`src/rtl/pong_game_sequencer.sv`:
```
// pong_game_sequencer
//   Match-level controller for the pong datapath. Walks each game through
//   IDLE -> SERVE -> PLAY -> POINT -> (SERVE | OVER), keeps the BCD scoreboard
//   with binary shadow counts, decides the winner and drives the ball
//   control strobes.
//
// Ports
//   clk, rst_n   system clock, asynchronous active-low reset
//   frame_tick   one-cycle pulse per video frame (paces SERVE and POINT)
//   start        button level, rising edge starts a game from IDLE/OVER
//   pause        button level, rising edge toggles PLAY/PAUSED (optional)
//   p2_mode      1 = two-player, latched on game start
//   miss_left    pulse, point to P2
//   miss_right   pulse, point to P1 (two-player only)
//   ball_run     high only in PLAY
//   ball_reset   one-cycle registered pulse: recentre ball, load serve
//   serve_dir    0 = toward P1 (left), 1 = toward P2 (right)
//   state        current state encoding (also the debug view of the FSM)
//   score        BCD {p1_tens, p1_ones, p2_tens, p2_ones}
//   winner       00 none, 01 P1, 10 P2
//
// Configuration
//   SEQ_PAUSE_EN  when defined, pause edges toggle PLAY <-> PAUSED and misses
//                 are ignored while paused. Undefined: pause is unused.
//
// Handshake: there is none; every input is a synchronous level or pulse
// sampled on the rising clock edge, and every output is a registered Moore
// output.
module pong_game_sequencer #(
  parameter int WIN_SCORE    = 7,
  parameter int SERVE_FRAMES = 60,
  parameter int POINT_FRAMES = 90
) (
  input  logic        clk,
  input  logic        rst_n,
  input  logic        frame_tick,
  input  logic        start,
  input  logic        pause,
  input  logic        p2_mode,
  input  logic        miss_left,
  input  logic        miss_right,
  output logic        ball_run,
  output logic        ball_reset,
  output logic        serve_dir,
  output logic [2:0]  state,
  output logic [15:0] score,
  output logic [1:0]  winner
);

  localparam logic [2:0] ST_IDLE   = 3'd0;
  localparam logic [2:0] ST_SERVE  = 3'd1;
  localparam logic [2:0] ST_PLAY   = 3'd2;
  localparam logic [2:0] ST_POINT  = 3'd3;
  localparam logic [2:0] ST_OVER   = 3'd4;
  localparam logic [2:0] ST_PAUSED = 3'd5;

  localparam logic [15:0] SERVE_LIM = 16'(SERVE_FRAMES);
  localparam logic [15:0] POINT_LIM = 16'(POINT_FRAMES);
  localparam logic [6:0]  WIN_LIM   = 7'(WIN_SCORE);

  logic [2:0]  state_q, state_d;
  logic [15:0] frame_cnt_q, frame_cnt_d;
  logic [15:0] score_q, score_d;
  logic [6:0]  p1_cnt_q, p1_cnt_d;
  logic [6:0]  p2_cnt_q, p2_cnt_d;
  logic [1:0]  winner_q, winner_d;
  logic        serve_dir_q, serve_dir_d;
  logic        ball_reset_q, ball_reset_d;
  logic        p2_mode_q, p2_mode_d;
  logic        start_prev_q, start_prev_d;
  logic        start_rise;

`ifdef SEQ_PAUSE_EN
  logic        pause_prev_q, pause_prev_d;
  logic        pause_rise;
  assign pause_rise = pause & ~pause_prev_q;
`else
  logic        pause_unused;
  assign pause_unused = pause;
`endif

  assign start_rise = start & ~start_prev_q;

  // Two-digit BCD increment; 99 holds (WIN_SCORE <= 99 keeps us below it).
  function automatic logic [7:0] bcd_inc(input logic [7:0] v);
    logic [7:0] r;
    r = v;
    if (v[3:0] == 4'd9) begin
      if (v[7:4] != 4'd9) r = {v[7:4] + 4'd1, 4'd0};
    end else begin
      r = {v[7:4], v[3:0] + 4'd1};
    end
    return r;
  endfunction

  always_comb begin
    state_d      = state_q;
    frame_cnt_d  = frame_cnt_q;
    score_d      = score_q;
    p1_cnt_d     = p1_cnt_q;
    p2_cnt_d     = p2_cnt_q;
    winner_d     = winner_q;
    serve_dir_d  = serve_dir_q;
    p2_mode_d    = p2_mode_q;
    ball_reset_d = 1'b0;
    start_prev_d = start;
`ifdef SEQ_PAUSE_EN
    pause_prev_d = pause;
`endif
    case (state_q)
      ST_IDLE, ST_OVER: begin
        // The ball_reset_q guard keeps the strobe from lasting two cycles when
        // a start edge lands on the cycle right after the final POINT exit.
        if (start_rise && !ball_reset_q) begin
          p2_mode_d    = p2_mode;
          score_d      = 16'h0000;
          p1_cnt_d     = 7'd0;
          p2_cnt_d     = 7'd0;
          winner_d     = 2'b00;
          serve_dir_d  = 1'b0;
          frame_cnt_d  = 16'd0;
          ball_reset_d = 1'b1;
          state_d      = ST_SERVE;
        end
      end
      ST_SERVE: begin
        if (frame_tick) begin
          if (frame_cnt_q + 16'd1 == SERVE_LIM) begin
            frame_cnt_d = 16'd0;
            state_d     = ST_PLAY;
          end else begin
            frame_cnt_d = frame_cnt_q + 16'd1;
          end
        end
      end
      ST_PLAY: begin
        // miss_left has priority, so a simultaneous miss_right is dropped.
        // A scoring miss also outranks a pause edge in the same cycle.
        if (miss_left) begin
          p2_cnt_d      = p2_cnt_q + 7'd1;
          score_d[7:0]  = bcd_inc(score_q[7:0]);
          serve_dir_d   = 1'b0;
          frame_cnt_d   = 16'd0;
          state_d       = ST_POINT;
        end else if (miss_right && p2_mode_q) begin
          p1_cnt_d      = p1_cnt_q + 7'd1;
          score_d[15:8] = bcd_inc(score_q[15:8]);
          serve_dir_d   = 1'b1;
          frame_cnt_d   = 16'd0;
          state_d       = ST_POINT;
        end
`ifdef SEQ_PAUSE_EN
        else if (pause_rise) begin
          state_d = ST_PAUSED;
        end
`endif
      end
      ST_POINT: begin
        if (frame_tick) begin
          if (frame_cnt_q + 16'd1 == POINT_LIM) begin
            frame_cnt_d  = 16'd0;
            ball_reset_d = 1'b1;
            if (p1_cnt_q == WIN_LIM) begin
              winner_d = 2'b01;
              state_d  = ST_OVER;
            end else if (p2_cnt_q == WIN_LIM) begin
              winner_d = 2'b10;
              state_d  = ST_OVER;
            end else begin
              state_d  = ST_SERVE;
            end
          end else begin
            frame_cnt_d = frame_cnt_q + 16'd1;
          end
        end
      end
      ST_PAUSED: begin
`ifdef SEQ_PAUSE_EN
        if (pause_rise) state_d = ST_PLAY;
`else
        state_d = ST_IDLE;
`endif
      end
      default: state_d = ST_IDLE;
    endcase
  end

  always_ff @(posedge clk or negedge rst_n) begin
    if (!rst_n) begin
      state_q      <= ST_IDLE;
      frame_cnt_q  <= 16'd0;
      score_q      <= 16'h0000;
      p1_cnt_q     <= 7'd0;
      p2_cnt_q     <= 7'd0;
      winner_q     <= 2'b00;
      serve_dir_q  <= 1'b0;
      ball_reset_q <= 1'b0;
      p2_mode_q    <= 1'b0;
      start_prev_q <= 1'b0;
`ifdef SEQ_PAUSE_EN
      pause_prev_q <= 1'b0;
`endif
    end else begin
      state_q      <= state_d;
      frame_cnt_q  <= frame_cnt_d;
      score_q      <= score_d;
      p1_cnt_q     <= p1_cnt_d;
      p2_cnt_q     <= p2_cnt_d;
      winner_q     <= winner_d;
      serve_dir_q  <= serve_dir_d;
      ball_reset_q <= ball_reset_d;
      p2_mode_q    <= p2_mode_d;
      start_prev_q <= start_prev_d;
`ifdef SEQ_PAUSE_EN
      pause_prev_q <= pause_prev_d;
`endif
    end
  end

  assign state      = state_q;
  assign ball_run   = (state_q == ST_PLAY);
  assign ball_reset = ball_reset_q;
  assign serve_dir  = serve_dir_q;
  assign score      = score_q;
  assign winner     = winner_q;

endmodule

```
`config.mk`:
```
export PLATFORM = sky130hd
export DESIGN_NAME = pong_game_sequencer
export DESIGN_NICKNAME = d
export VERILOG_FILES = /design/src/rtl/pong_game_sequencer.sv
export SDC_FILE = /design/constraint.sdc
export NUM_CORES = 1
export LEC_CHECK = 0
export CORE_ASPECT_RATIO = 2
export CORE_MARGIN = 8
export CORE_UTILIZATION = 41
export DETAILED_ROUTE_END_ITERATION = 16
export HOLD_SLACK_MARGIN = 0.08
export PLACE_DENSITY = 0.59
export REMOVE_ABC_BUFFERS = 1
export SYNTH_ARGS = -nofsm -noshare
export SYNTH_HDL_FRONTEND = slang
export SYNTH_SLANG_ARGS = --single-unit
```
`constraint.sdc`:
```
create_clock -name clk -period 3.44 [get_ports clk]
set_input_delay 0.344 -clock clk [delete_from_list [all_inputs] [get_ports clk]]
set_output_delay 0.344 -clock clk [all_outputs]
set_load 0.02 [all_outputs]
```
# After elaboration in Yosys (flattened, before gate mapping)
# Index checks and enable logic that the tools add are counted.
# word_totals
output_inout_bits	24
register_bits	55
# op_classes
bitwise_logic	2
add_sub_neg	7
mux	46
eq_ne	28
n_reduce_logical	19
# ops
cell	n
two-way mux 16 bit	7
case mux 16 bit (4 select lines)	1
two-way mux 8 bit	7
case mux 16 bit (2 select lines)	1
two-way mux 7 bit	4
case mux 7 bit (2 select lines)	2
two-way mux 3 bit	9
AND reduction 5 bit	4
adder 16 x 1 -> 16 bit (second input constant)	1
adder 4 x 1 -> 4 bit (second input constant)	4
equality test 16 x 6 -> 1 bit (second input constant)	1
equality test 16 x 7 -> 1 bit (second input constant)	1
adder 7 x 1 -> 7 bit (second input constant)	2
equality test 7 x 3 -> 1 bit (second input constant)	2
!= test 2 bit (second input constant)	7
case mux 3 bit (4 select lines)	1
AND reduction 6 bit	2
two-way mux 2 bit	5
!= test 2 x 1 -> 1 bit (second input constant)	5
!= test 3 x 2 -> 1 bit (second input constant)	3
equality test 4 bit (second input constant)	2
!= test 4 bit (second input constant)	2
AND reduction 4 bit	2
equality test 3 x 2 -> 1 bit (second input constant)	2
16 further kinds	25

# Depth between registers and ports, before layout
# Gate-level depths: netlist (run 1).
# depth
ltp_word	6
depth_mapped	11
ltp_nobuf	9

# Least setup slack after synthesis (run 1)
# Ideal clock, no wire load.
# synth_timing
kind	register to register
start	reg frame_cnt_q[0]
end	reg winner_q[1] (netlist: winner[1])
path_stages_with_launch	9
path_slack_ns	0.780
arrival_time_ns	2.539
period_less_slack_ns	2.660
t_required_ns	3.320
path_buffers	0
cell_sequence	dfrtp_1 > ha_1 > nand2_1 > or4_4 > o21ai_2 > a21oi_1 > or4_4 > or3_1 > o211a_1
# synth_between
elab_chain_cells	4
# synth_rtl
element	line_no	rtl
start, declared	62	logic [15:0] frame_cnt_q, frame_cnt_d;
start signal, assigned	205	frame_cnt_q <= frame_cnt_d;
adder 16 x 1 -> 16 bit	160	if (frame_cnt_q + 16'd1 == POINT_LIM) begin
equality test 16 x 7 -> 1 bit	160	
!= test 2 bit (no source line)	--	
AND reduction 5 bit (no source line)	--	
end signal, assigned	209	winner_q <= winner_d;
end, declared	66	logic [1:0] winner_q, winner_d;
# Every way passes these cells.
# A chain may end at the register's enable or synchronous reset.

# Worst setup path after layout (run 1)
# Ends and elaborated chain as after synthesis.

==> results of run 1 <==
cells by family (layout without fill, tap and decap cells):
family | Yosys count | count (layout) | synth area share (%)
AOI/OAI and AO/OA | 68 | 68 | 13.96
xor gates and xnor gates | 16 | 16 | 4.356
adders and majority gates | 13 | 13 | 5.057
buffers and inverters | 28 | 52 | 3.928
DFF | 55 | 55 | 42.78
muxes | 4 | 4 | 1.284
and+or+nand+nor | 177 | 177 | 28.63
worst max-delay path: stages (launching register included):
cell and delay (ns):
dfrtp_1 0.49, ha_1 0.35, nand2_1 0.17, or4_4 0.56, o21ai_2 0.12, a21oi_1 0.09
or4_4 0.56, or3_1 0.38, o211a_1 0.14
path summary, 6_finish.rpt:
path | startpoint | end | cells after the start
worst min-delay path | rst_n | score[5] | 1
worst min register to register | serve_dir | serve_dir | 2
min in group clk | serve_dir | serve_dir | 2
worst max register to register | frame_cnt_q[0] | winner[1] | 8
worst max-delay path | frame_cnt_q[0] | winner[1] | 8
max in group asynchronous | rst_n | frame_cnt_q[6] | 2
final cells by class:
type,count,area [µm²],share of cell area (%)
clock buffer,7,132.6,3.569
clock inverter,1,5.005,0.1347
inverter,8,30.03,0.8081
multi-input combinational,278,1714,46.13
sequential,55,1376,37.04
tap,94,117.6,3.165
timing repair buffer,36,340.3,9.158
state kept, by name, summed over array words and instances, names as in the netlist:
| signal | cells |
|---|---|
| state | 3 |
| p1_cnt_q | 7 |
| score | 16 |
| p2_mode_q | 1 |
| p2_cnt_q | 7 |
| winner | 2 |
| ball_reset | 1 |
| frame_cnt_q | 16 |
| serve_dir | 1 |
| start_prev_q | 1 |
power breakdown:
group,internal [mW],switching (mW),total [mW]
logic,0.143,0.205,0.348
registers,0.693,0.0893,0.782
clock network,0.270,0.225,0.495
total,1.11,0.520,1.63
cell usage in the layout (no fill, tap or decap), types with 9 or more instances in the layout:
| cell type | n |
|---|---|
| nand2_1 | 57 |
| clkdlybuf4s50_1 | 29 |
| nor2_1 | 29 |
| o21ai_0 | 22 |
| a21oi_1 | 11 |
| or3_1 | 9 |
| dfrtp_1 | 55 |
| nand3_1 | 22 |
| ha_1 | 13 |
| nand4_1 | 9 |
| xor2_1 | 13 |
per-layer routing:
metal / wire (µm) / up-vias / global-route usage [%]
met5: 0 / - / 0
met4: 107 / 0 / 4.818
met1: 3094 / 1329 / 15.35
li1: - / 1343 / -
met2: 4636 / 39 / 30.55
met3: 268 / 5 / 2.405
stage by stage:
| step | power, mW | worst slack, ns | util (%) | hold WS [ns] | area, µm² |
|---|---|---|---|---|---|
| floorplan | 0.9954 | 0.7193 | - | 0.04841 | 3120 |
| global placement | 1.133 | 0.5559 | 47.08 | 0.4810 | 3578 |
| detailed placement | 1.144 | 0.5130 | 47.08 | 0.4861 | 3578 |
| CTS | 1.647 | 0.5001 | 48.89 | 0.2472 | 3716 |
| global route | 1.728 | 0.2658 | 48.89 | 0.2851 | 3716 |
| finish | 1.626 | 0.4838 | 48.89 | 0.1977 | 3716 |
==> summary.txt, run 1 <==
Timing
  • Period utilisation layout: 85.94%
  • Unrepaired setup endpoints after global routing: false
  • FMAX: 338.3 MHz
  • Fin crit period: 2.956 ns
  • Rel. slew slack: 34.97%
  • Final Setup Violations: 0
  • Fin. max-slew vios: 0
  • Setup TNS: 0 ns
  • Final Hold Viols: 0
  • Slew @ Worst Pin: 0.9754 ns
  • Worst Skew: 0.002695 ns

Global route
  • Initial antenna violation count: 0
  • GRT Total Usage: 15.40%
  • First-pass GRT wire length: around 14000 µm
  • Total grt overflow: 0
  • Number of global-route vias before repair: 2665
  • Largest net degree at the start of global routing: 43

Finish
  • FILL cells: 739
  • Layout area overhead: 15.52%
  • Nets@finish: 405
  • Antenna fix cells: 0
  • Post-Layout Cell Count: 479
  • Share of cells above drive strength 1: 6.753%

Clocking
  • H-tree Lvls: 2
  • Clk_lat worst skew: around 0.29 ns
  • CTS Buf Count: 5
  • CTS Sinks: between 50 and 60
  • CTS tree: built
  • Clock transition at path regs: about 0.070 ns
  • CTS root buf: clkbuf_16
  • Post-CTS Setup Bufs: 0
  • Hold buffer count at CTS: 0
  • Post-CTS Resized: 0
  • Maximum clock insertion buffer count: 2

Critical path
  • Worst Setup Path Type: reg2reg
  • Flop2flop setup slack: slightly below 0.5 ns
  • CP arrival: 3.14 ns
  • Req. time, crit path: 3.62 ns
  • Worst Setup End Kind: flop
  • Setup crit start kind: flop
  • Crit Path Max Fanout: 9

Route
  • Wire per inst: 16.92 µm
  • Vias: about 2700
  • Initial DRT Pass Iterations: 4
  • DR vias/cell: ~5.7
  • Antenna Violating Nets Remaining: 0
  • Final WL: 8106 µm
  • # DRC: 0
  • Iteration-0 DRC Markers: 165

Placement
  • Gp weighted congestion: between 0.9 and 1
  • Placed wire-length estimate: 5995 µm
  • Placed Instances: 471
  • Port Buffers: 30

Floorplanning
  • Die width: 78.64 µm
  • Die Footprint: 11110 µm²
  • Ports: 32
  • Number of core rows: 45
  • Core Region: about 7600 µm²
  • Initial core utilization: 42.32%
  • Die height: 141.3 µm

Yosys
  • Synth Cell Area: 3217 µm²
  • Most area-hungry cell type in the Yosys netlist: dfrtp_1
  • Seq/Total Area, Yosys: 42.78%
  • YS warnings: 0
  • Number of flops mapped to enable cells by yosys: 0
  • Netlist cell types: 62
  • Synth Instances: 361
  • Share of the synthesized area in the top cell type: 42.78%
  • Main synth FF type: dfrtp_1
  • Top post-synthesis cells by count: 57 x nand2_1, 55 x dfrtp_1, 29 x nor2_1, 22 x nand3_1, 22 x o21ai_0
  • Most common cell in the netlist: nand2_1
  • Async S/R FF share, synth: 100.0%
  • Post-synthesis area per instance: 8.911 µm²
  • Synth area leaders: dfrtp_1 43%, nand2_1 6.7%, ha_1 5.1%
  • Synth Register Bits: 55

Pwr
  • VDD IR max: roughly 0.0003 V
  • LEAKAGE: 1.688 nW
  • Power Dens Cells: 437.5 nW/µm²

Flow run
  • Max-Cap Viols: 0

Hold path
  • Hold crit path type: in2async

Run status
  • Status: finished clean
No activity file was read; power rests on OpenSTA's default activity.
==> inputs of run 2 (changes only) <==
- SKIP_CTS_REPAIR_TIMING: unset -> 1
==> results of run 2 <==
Same layout as run 1: the final DEF is identical, and so are final timing and power.
==> inputs of run 3 (changes only) <==
- SLEW_MARGIN: unset -> 40
==> run 3 against run 2 <==
Compared with the run above: critical path depth unchanged; hold slack better by 0.30 ns; wire length down 0.25%; largest power group unchanged; combinational power about the same; largest cell class unchanged; cell count up 0.21%.
==> summary.txt, run 3 (same netlist as run 1, synthesis figures left out) <==
Critical path
  • Worst Setup End Kind: flop
  • Crit Path Max Fanout: 9
  • Most used cell, CP: or4_4
  • Worst Setup Path Type: reg2reg
  • Flop2flop setup slack: 0.50 ns
  • CP max-delay cell: or4_4
  • CP arrival: 3.12 ns
  • CP max stage delay: 0.56 ns
  • Req. time, crit path: 3.62 ns
  • Crit path cell chain: ha_1 > nand2_1 > or4_4 > o21ai_2 > a21oi_1 > or4_4 > or3_1 > o211a_1
  • Setup crit start kind: flop

Finish
  • Most common cell after layout, fill and taps aside: nand2_1
  • Reg area: 1376 µm²
  • Antenna fix cells: 0
  • Commonest cells after routing, fill and taps aside: 57 x nand2_1, 55 x dfrtp_1, 29 x nor2_1, 29 x clkdlybuf4s50_1
  • Area of the multi-input gates: 1714 µm²
  • Nets@finish: 406
  • Layout area overhead: 15.91%
  • Final Util: between 40 and 50%
  • Share of cells above drive strength 1: 6.736%
  • FILL cells: 738

Timing
  • Unrepaired setup endpoints after global routing: false
  • Final Setup Violations: 0
  • Rel. slew slack: approximately three fifths
  • Period utilisation layout: 85.54%
  • FMAX: between 300 and 400 MHz
  • Fin. max-slew vios: 0
  • Final worst slack: ~0.5 ns
  • Fin crit period: 2.943 ns
  • Final Hold Viols: 0
  • Slew @ Worst Pin: just over 0.6 ns
  • Worst Skew: 0.003211 ns
  • Setup TNS: 0 ns

Route
  • # DRC: 0
  • Vias: about 2700
  • Wire per inst: 16.85 µm
  • Final WL: between 8000 and 9000 µm
  • Antenna Violating Nets Remaining: 0
  • DR vias/cell: 5.663
  • Iteration-0 DRC Markers: 142
  • Initial DRT Pass Iterations: 4

Placement
  • Pre-CTS WS: 0.5130 ns
  • Gp weighted congestion: approximately 0.94
  • Placed wire-length estimate: 5994 µm
  • Port Buffers: 30

Global route
  • Initial antenna violation count: 0
  • First-pass GRT wire length: 13710 µm
  • Total grt overflow: 0
  • GRT Total Usage: 15.40%
  • Largest net degree at the start of global routing: 43
  • Number of global-route vias before repair: 2665

Floorplanning
  • Number of core rows: between 40 and 50
  • Initial core utilization: a little over two fifths
  • Die width: 78.64 µm
  • Die height: around 140 µm
  • Die Footprint: 11110 µm²
  • Ports: 32
  • Core Region: about 7600 µm²

Clocking
  • CTS root buf: clkbuf_16
  • CTS Buf Count: 5
  • CTS Sinks: 55
  • H-tree Lvls: 2
  • CTS tree: built
  • Clk_lat worst skew: 0.29 ns
  • Maximum clock insertion buffer count: 2
  • Clock transition at path regs: 0.07 ns

Pwr
  • Power Dens Cells: 435.8 nW/µm²
  • VDD IR max: 0.0002901 V
  • LEAKAGE: roughly 1.7 nW

Hold path
  • Hold crit path type: reg2reg

Flow run
  • Max-Cap Viols: 0

Run status
  • Status: finished clean
## run 3: cell types whose count changed in the layout (fill, tap and decap cells not counted), sizes merged
| cell | delta |
|---|---|
| dlygate4sd3 | +1 |
## run 3: worst paths after layout
check	from	endpoint	cells after the start
worst max-delay path	frame_cnt_q[0]	winner[1]	8
worst min-delay path	serve_dir	serve_dir	2
worst max register to register	frame_cnt_q[0]	winner[1]	8
worst min register to register	serve_dir	serve_dir	2
max in group asynchronous	rst_n	frame_cnt_q[6]	3
min in group asynchronous	rst_n	score[5]	2
## run 3: final cells by class
| class | count | share of cell area, % |
|---|---|---|
| Multi-Input combinational cell | 278 | 45.97 |
| Clock buffer | 7 | 3.557 |
| Timing Repair Buffer | 37 | 9.463 |
| Tap cell | 94 | 3.154 |
| Inverter | 8 | 0.8054 |
| Sequential cell | 55 | 36.91 |
| Clock inverter | 1 | 0.1342 |
## run 3: where the power goes
part / leakage (nW) / internal [mW] / switching, mW
logic: 0.888 / 0.145 / 0.204
registers: 0.737 / 0.693 / 0.0897
clock network: 0.0679 / 0.270 / 0.224
## run 3: metrics by stage
stage,power [mW],cells,area (µm²),hold WS (ns)
after detailed placement,1.144,471,3581,0.3761
final,1.625,480,3729,0.4987
after CTS,1.647,479,3719,0.06081
after global placement,1.133,471,3578,0.4810
after global routing,1.730,480,3729,0.5295
after floorplan,0.9954,341,3120,0.04841
## run 3: layer usage
layer  wire (µm)  GRT usage [%]  vias up
li1            -              -     1344
met1        3109          15.35     1334
met2        4614          30.55       35
met3         254          2.405        5
met4         107          4.818        0
met5           0              0        -
## run 3: worst max-delay path, delay by kind of cell (launching register included)
kind	cells	cell delay, ns
AO/OA/AOI/OAI	3	0.33
adder cells (fa/ha/maj)	1	0.35
flip-flops	1	0.49
AND/OR/NAND/NOR	4	1.66
